[src/rtl/sram_arb_pkg.sv]
// Shared types for the firmware-SRAM bus arbiter.
// Defines the FSM state encoding, the master IDs and the read-strobe constant.
package sram_arb_pkg;

  typedef enum logic [1:0] {
    ST_IDLE  = 2'd0,
    ST_ISSUE = 2'd1,
    ST_RESP  = 2'd2
  } state_t;

  typedef enum logic {
    M0 = 1'b0,
    M1 = 1'b1
  } master_t;

  localparam logic [3:0] WSTRB_READ = 4'b0000;

  // Byte address to SRAM word index; the two byte-lane bits are dropped.
  function automatic logic [29:0] word_idx(input logic [31:0] addr);
    return 30'(addr >> 2);
  endfunction

endpackage

[src/rtl/sram_arb_pick.sv]
// Combinational grant select for the SRAM arbiter.
// SRAM_ARB_RR_EN selects round-robin on contention; otherwise m0 has fixed priority.
module sram_arb_pick
  import sram_arb_pkg::*;
(
  input  logic    valid0,
  input  logic    valid1,
`ifdef SRAM_ARB_RR_EN
  input  master_t last,
`endif
  output master_t grant
);

  always_comb begin
    grant = M0;
    if (valid0 && valid1) begin
`ifdef SRAM_ARB_RR_EN
      // Contention goes to whichever master was not served last.
      grant = (last == M0) ? M1 : M0;
`else
      grant = M0;
`endif
    end else if (valid1) begin
      grant = M1;
    end
  end

endmodule

[src/rtl/sram_bus_arbiter.sv]
// Two-master arbiter for the single-port firmware SRAM: IDLE -> ISSUE -> RESP per transaction.
// Optional round-robin arbitration via SRAM_ARB_RR_EN (fixed m0 priority when undefined).
module sram_bus_arbiter
  import sram_arb_pkg::*;
#(
  parameter int MEM_WORDS = 4096,
  parameter int CNT_W     = 16
) (
  input  logic             clk,
  input  logic             resetn,
  input  logic             m0_valid,
  input  logic [31:0]      m0_addr,
  input  logic [31:0]      m0_wdata,
  input  logic [3:0]       m0_wstrb,
  output logic             m0_ready,
  output logic [31:0]      m0_rdata,
  input  logic             m1_valid,
  input  logic [31:0]      m1_addr,
  input  logic [31:0]      m1_wdata,
  input  logic [3:0]       m1_wstrb,
  output logic             m1_ready,
  output logic [31:0]      m1_rdata,
  output logic             sram_en,
  output logic [29:0]      sram_idx,
  output logic [31:0]      sram_wdata,
  output logic [3:0]       sram_wstrb,
  input  logic [31:0]      sram_rdata,
  output logic             bus_err,
  output logic [CNT_W-1:0] grant_cnt0,
  output logic [CNT_W-1:0] grant_cnt1
);

  state_t           state_reg;
  master_t          grant_reg;
  master_t          pick_grant;
  logic [29:0]      idx_reg;
  logic [31:0]      wdata_reg;
  logic [3:0]       wstrb_reg;
  logic             in_range_reg;
  logic             sram_en_reg;
  logic             ready0_reg;
  logic             ready1_reg;
  logic             bus_err_reg;
  logic [CNT_W-1:0] cnt0_reg;
  logic [CNT_W-1:0] cnt1_reg;
  logic [31:0]      sel_addr;
  logic [31:0]      sel_wdata;
  logic [3:0]       sel_wstrb;
  logic [29:0]      sel_idx;
  logic             sel_in_range;
  logic             resp_read;
`ifdef SRAM_ARB_RR_EN
  master_t          last_reg;
`endif

  function automatic logic [CNT_W-1:0] sat_inc(input logic [CNT_W-1:0] c);
    return (&c) ? c : c + 1'b1;
  endfunction

  sram_arb_pick u_pick (
    .valid0(m0_valid),
    .valid1(m1_valid),
`ifdef SRAM_ARB_RR_EN
    .last  (last_reg),
`endif
    .grant (pick_grant)
  );

  always_comb begin
    sel_addr  = m0_addr;
    sel_wdata = m0_wdata;
    sel_wstrb = m0_wstrb;
    if (pick_grant == M1) begin
      sel_addr  = m1_addr;
      sel_wdata = m1_wdata;
      sel_wstrb = m1_wstrb;
    end
    sel_idx      = word_idx(sel_addr);
    sel_in_range = ({2'b00, sel_idx} < 32'(MEM_WORDS));
  end

  // The request is captured at grant time so a master dropping valid mid-flight still completes.
  always_ff @(posedge clk or negedge resetn) begin
    if (!resetn) begin
      state_reg    <= ST_IDLE;
      grant_reg    <= M0;
      idx_reg      <= '0;
      wdata_reg    <= '0;
      wstrb_reg    <= WSTRB_READ;
      in_range_reg <= 1'b0;
      sram_en_reg  <= 1'b0;
      ready0_reg   <= 1'b0;
      ready1_reg   <= 1'b0;
      bus_err_reg  <= 1'b0;
      cnt0_reg     <= '0;
      cnt1_reg     <= '0;
`ifdef SRAM_ARB_RR_EN
      last_reg     <= M1;
`endif
    end else begin
      sram_en_reg <= 1'b0;
      ready0_reg  <= 1'b0;
      ready1_reg  <= 1'b0;
      bus_err_reg <= 1'b0;
      case (state_reg)
        ST_IDLE: begin
          if (m0_valid || m1_valid) begin
            grant_reg    <= pick_grant;
            idx_reg      <= sel_idx;
            wdata_reg    <= sel_wdata;
            wstrb_reg    <= sel_wstrb;
            in_range_reg <= sel_in_range;
            sram_en_reg  <= sel_in_range;
            state_reg    <= ST_ISSUE;
          end
        end
        ST_ISSUE: begin
          ready0_reg  <= (grant_reg == M0);
          ready1_reg  <= (grant_reg == M1);
          bus_err_reg <= !in_range_reg;
          state_reg   <= ST_RESP;
        end
        ST_RESP: begin
          if (grant_reg == M0) cnt0_reg <= sat_inc(cnt0_reg);
          else                 cnt1_reg <= sat_inc(cnt1_reg);
`ifdef SRAM_ARB_RR_EN
          last_reg  <= grant_reg;
`endif
          state_reg <= ST_IDLE;
        end
        default: state_reg <= ST_IDLE;
      endcase
    end
  end

  assign sram_en    = sram_en_reg;
  assign sram_idx   = idx_reg;
  assign sram_wdata = wdata_reg;
  assign sram_wstrb = sram_en_reg ? wstrb_reg : WSTRB_READ;

  // SRAM read data arrives during RESP, so it is steered combinationally.
  assign resp_read  = (wstrb_reg == WSTRB_READ) && in_range_reg;
  assign m0_ready   = ready0_reg;
  assign m1_ready   = ready1_reg;
  assign m0_rdata   = (ready0_reg && resp_read) ? sram_rdata : 32'h0;
  assign m1_rdata   = (ready1_reg && resp_read) ? sram_rdata : 32'h0;
  assign bus_err    = bus_err_reg;
  assign grant_cnt0 = cnt0_reg;
  assign grant_cnt1 = cnt1_reg;

endmodule

[config.mk]
export PLATFORM = sky130hd
export DESIGN_NAME = sram_bus_arbiter
export DESIGN_NICKNAME = d
export VERILOG_FILES = /design/src/rtl/sram_arb_pkg.sv /design/src/rtl/sram_arb_pick.sv /design/src/rtl/sram_bus_arbiter.sv
export SDC_FILE = /design/constraint.sdc
export NUM_CORES = 1
export LEC_CHECK = 0
export BUFFER_PORTS_ARGS = -buffer_cell sky130_fd_sc_hd__buf_2
export CORE_AREA = 2 2 133 135
export DETAILED_ROUTE_END_ITERATION = 6
export DIE_AREA = 0 0 135 137
export PLACE_DENSITY = 0.76
export SLEW_MARGIN = 0
export SYNTH_ARGS = -nofsm -noshare
export SYNTH_HDL_FRONTEND = slang
export SYNTH_SLANG_ARGS = --single-unit
[constraint.sdc]
create_clock -name clk -period 2 [get_ports clk]
set_clock_uncertainty 0.2 [all_clocks]
set_input_delay 0.1 -clock clk [delete_from_list [all_inputs] [get_ports clk]]
set_output_delay 0.1 -clock clk [all_outputs]
set_load 0.02 [all_outputs]
==> run_summary.xml <==
<?xml version="1.0" encoding="UTF-8"?>
<metrics>
  <group name="timing">
    <metric name="fmax" unit="MHz">465</metric>
    <metric name="report.final.slew_viol_count" unit="">0</metric>
    <metric name="timing_worst_slew_pin_value" unit="ps">566</metric>
    <metric name="grt_setup_unrepaired" unit="">yes</metric>
    <metric name="finalWorstSetupSlack" unit="ps">-149</metric>
    <metric name="maxSlewHeadroom" unit="">0.620</metric>
    <metric name="report.final.setup_viol" unit="">64</metric>
    <metric name="final_period_utilization" unit="">1.07</metric>
    <metric name="finalHoldViolCount" unit="">0</metric>
    <metric name="layout_min_cycle_time" unit="ps">2150</metric>
  </group>
  <group name="global_route">
    <metric name="grt_first_pass_wirelength" unit="mm">31.7</metric>
    <metric name="grt-busiest-layer" unit="">met2</metric>
    <metric name="grt_util_all_layers" unit="">0.223</metric>
    <metric name="groute.layer.met1.usage" unit="">0.247</metric>
    <metric name="grt_remaining_overflow" unit="">0</metric>
    <metric name="use_met3" unit="">0.0600</metric>
    <metric name="maximum_number_of_pins_on_one_net_before_global_route_repair" unit="">119</metric>
    <metric name="number_of_global_route_vias_before_repair" unit="">6113</metric>
    <metric name="initial_antenna_violation_count" unit="">2</metric>
    <metric name="met2_track_utilization_from_global_routing" unit="">0.389</metric>
  </group>
  <group name="yosys">
    <metric name="synth_instances" unit="">552</metric>
    <metric name="synth.top_cells.by_count" unit="">dfrtp_1, nand2_1, and2_1</metric>
    <metric name="avgSynthCellArea" unit="um2">9.86</metric>
    <metric name="post-synth-top-count-cell" unit="">dfrtp_1</metric>
    <metric name="synth_area" unit="um2">5440</metric>
    <metric name="synth_enable_flop_cells" unit="">0</metric>
    <metric name="synth_area_leader_cell" unit="">dfrtp_1</metric>
    <metric name="synthesis.yosys.warnings" unit="">0</metric>
    <metric name="ys_async_sr_fraction" unit="">1.00</metric>
    <metric name="synth_flop_cell" unit="">dfrtp_1</metric>
    <metric name="synth_fp_nets" unit="">726</metric>
    <metric name="synthTopCellsByArea" unit="">dfrtp_1, mux2i_1, and2_1</metric>
    <metric name="synth_cell_types" unit="">41</metric>
    <metric name="share_of_the_synthesized_area_in_the_top_cell_type" unit="">0.487</metric>
    <metric name="yosys_register_bits" unit="">106</metric>
    <metric name="synth_sequential_area_ratio" unit="">0.487</metric>
  </group>
  <group name="setup_path">
    <metric name="crit_path_max_incr_delay" unit="ps">400</metric>
    <metric name="crit_path_start_kind" unit="">flop</metric>
    <metric name="cp.required" unit="ps">1700</metric>
    <metric name="path_max_fanout" unit="">16</metric>
    <metric name="worst_path_cell_chain" unit="">nor4_2 -&gt; buf_4 -&gt; and3_4 -&gt; buf_16 -&gt; and2_1 -&gt; buf_6</metric>
    <metric name="timing.critical_path.slowest_stage_cell" unit="">dfrtp_1</metric>
    <metric name="critical_path.top_delay_family" unit="">simple AND/OR/NAND/NOR gates</metric>
    <metric name="endpoint_kind" unit="">output pin</metric>
    <metric name="setup.worst_path.class" unit="">flop to output pin</metric>
    <metric name="cp.arrival" unit="ps">1850</metric>
    <metric name="timing.critical_path.buf_inv" unit="">3</metric>
  </group>
  <group name="pwr">
    <metric name="total_power" unit="mW">9.31</metric>
    <metric name="power_density" unit="nW/um2">948</metric>
    <metric name="vdd_ir_drop_max" unit="uV">698</metric>
    <metric name="static-leakage-power" unit="nW">5.14</metric>
  </group>
  <group name="routing">
    <metric name="detail_route.first_pass.iterations" unit="">4</metric>
    <metric name="remaining_drc_errors" unit="">0</metric>
    <metric name="drt-wirelength-per-cell" unit="um">17.3</metric>
    <metric name="detailedRoute.firstIterationViolations" unit="">330</metric>
    <metric name="vias" unit="">6135</metric>
    <metric name="wl" unit="mm">21.9</metric>
    <metric name="final_antenna_net_count" unit="">0</metric>
    <metric name="routed_via_density" unit="">4.85</metric>
  </group>
  <group name="floorplan">
    <metric name="die-height" unit="um">137</metric>
    <metric name="initial_cell_density_of_the_core" unit="">0.319</metric>
    <metric name="die_outline_area" unit="um2">18500</metric>
    <metric name="io_pins" unit="">338</metric>
    <metric name="number_of_placement_rows" unit="">48</metric>
    <metric name="die_w" unit="um">135</metric>
    <metric name="core_region_area" unit="um2">17100</metric>
  </group>
  <group name="finish">
    <metric name="layout-area-overhead-vs-synth" unit="%">80.6</metric>
    <metric name="post_route_cells_drive_above_1_share" unit="">0.414</metric>
    <metric name="largest_register_ff_count" unit="">32</metric>
    <metric name="layout.nets" unit="">1208</metric>
  </group>
  <group name="place">
    <metric name="place_congestion" unit="">0.815</metric>
    <metric name="hpwl" unit="mm">13.6</metric>
    <metric name="dp_slack" unit="ps">40.5</metric>
    <metric name="port_buffers" unit="">333</metric>
  </group>
  <group name="job">
    <metric name="maxCapViolations" unit="">0</metric>
  </group>
  <group name="clock_network">
    <metric name="clock-root-buffer" unit="">clkbuf_16</metric>
    <metric name="clk-insertion-delay-late" unit="ps">350</metric>
    <metric name="cts.sink_count" unit="">106</metric>
    <metric name="clockBufferDepth" unit="">2</metric>
    <metric name="cts_made_buffers" unit="">9</metric>
    <metric name="clkSlewWorstSetupHoldPaths" unit="ps">80</metric>
    <metric name="tritoncts_clock_tree" unit="">built</metric>
    <metric name="cts_max_level" unit="">3</metric>
  </group>
  <group name="outcome">
    <metric name="violations" unit="">setup timing</metric>
    <metric name="result_of_the_run" unit="">finished, violations left</metric>
  </group>
  <group name="worst_hold_path">
    <metric name="min-delay-path-class" unit="">input port to asynchronous set/reset pin</metric>
  </group>
</metrics>
## timing repair
item | in CTS | in global routing
hold buffers | 136 | 0
endpoints found under the hold margin | 175 | 0
buffers inserted | 1 | 1
setup endpoints to repair | 64 | 75
pin swaps | 2 | 1
gates resized for setup | 104 | 64
gates cloned | 2 | 0
## power breakdown
group / switching (mW) / total [mW] / internal [mW]
sequential: 0.506 / 3.46 / 2.95
combinational: 2.53 / 4.00 / 1.47
clock: 0.838 / 1.85 / 1.01
total: 3.88 / 9.31 / 5.44
## worst paths after layout
| path | start | end | slack, ps | cells past startpoint |
|---|---|---|---|---|
| hold / removal | resetn | sram_idx[10] | 50 | 3 |
| setup / recovery | wstrb_reg[1] | m0_rdata[2] | -150 | 6 |
| min in group clk | m1_valid | sram_en | 100 | 4 |
| hold reg to reg | sram_wdata[8] | sram_wdata[8] | 270 | 2 |
| setup reg to reg | grant_cnt1[0] | grant_cnt1[3] | 110 | 5 |
| max in group asynchronous | resetn | sram_idx[4] | 940 | 3 |
## cells by family (layout without fill, tap and decap cells)
family / count (synthesis) / after routing / synth area share
flops: 106 / 106 / 0.487
other cells: 0 / 2 / 0
simple gates: 228 / 228 / 0.225
buf+inv: 36 / 523 / 0.0276
fa+ha+maj: 2 / 2 / 0.00460
compound gates: 87 / 87 / 0.0874
xor+xnor: 22 / 22 / 0.0354
mux: 71 / 71 / 0.132
## stage by stage
step / area (um2) / utilization / TNS, ps / hold slack [ps] / cells
floorplan: 5440 / - / 0 / -396 / 552
global placement: 7570 / 0.444 / 0 / -287 / 1108
detailed placement: 7570 / 0.444 / 0 / -285 / 1108
CTS: 9600 / 0.563 / -9220 / 85.5 / 1263
global route: 9830 / 0.576 / -14050 / 102 / 1266
finish: 9830 / 0.576 / -7820 / 52.8 / 1266
## worst reg2reg max path, cell delays in order (launching register included)
cell and delay, ps:
dfrtp_2 400, ha_1 180, nand4_1 150, or4_4 570
o21ai_1 180, xnor2_1 130
## cell type report
| type | instances | area [um2] |
|---|---|---|
| antenna | 2 | 5.00 |
| clock buffer | 11 | 243 |
| clock inverter | 5 | 62.6 |
| fill | 1327 | 7230 |
| inverter | 6 | 22.5 |
| multi-input combinational | 410 | 2770 |
| sequential | 106 | 2660 |
| tap | 225 | 282 |
| timing repair buffer | 501 | 3790 |
## placed cells by master, fill, tap and decap left out, types with 3 or more instances in the layout
cell type and instances:
buf_2 268, dlygate4sd3_1 136, dfrtp_1 104, nand2_1 77
mux2i_1 67, o21ai_0 66, buf_6 64, and2_1 40
and2_4 29, buf_4 25, nand3_1 20, nor2_1 16
xnor2_1 14, nand4_1 9, clkbuf_16 9, a21oi_1 8
xor2_1 8, inv_1 6, buf_12 6, nor4_1 5
or4_1 5, nor4_2 4, a31oi_1 4, and4_1 3
and3_1 3, nor3_1 3
## routing by layer
metal / wire length (um) / part of all wire
met1: 8130 / 0.37
met2: 10900 / 0.50
met3: 1700 / 0.078
met4: 1100 / 0.050
met5: 0 / 0
No activity file was read; power rests on OpenSTA's default activity.
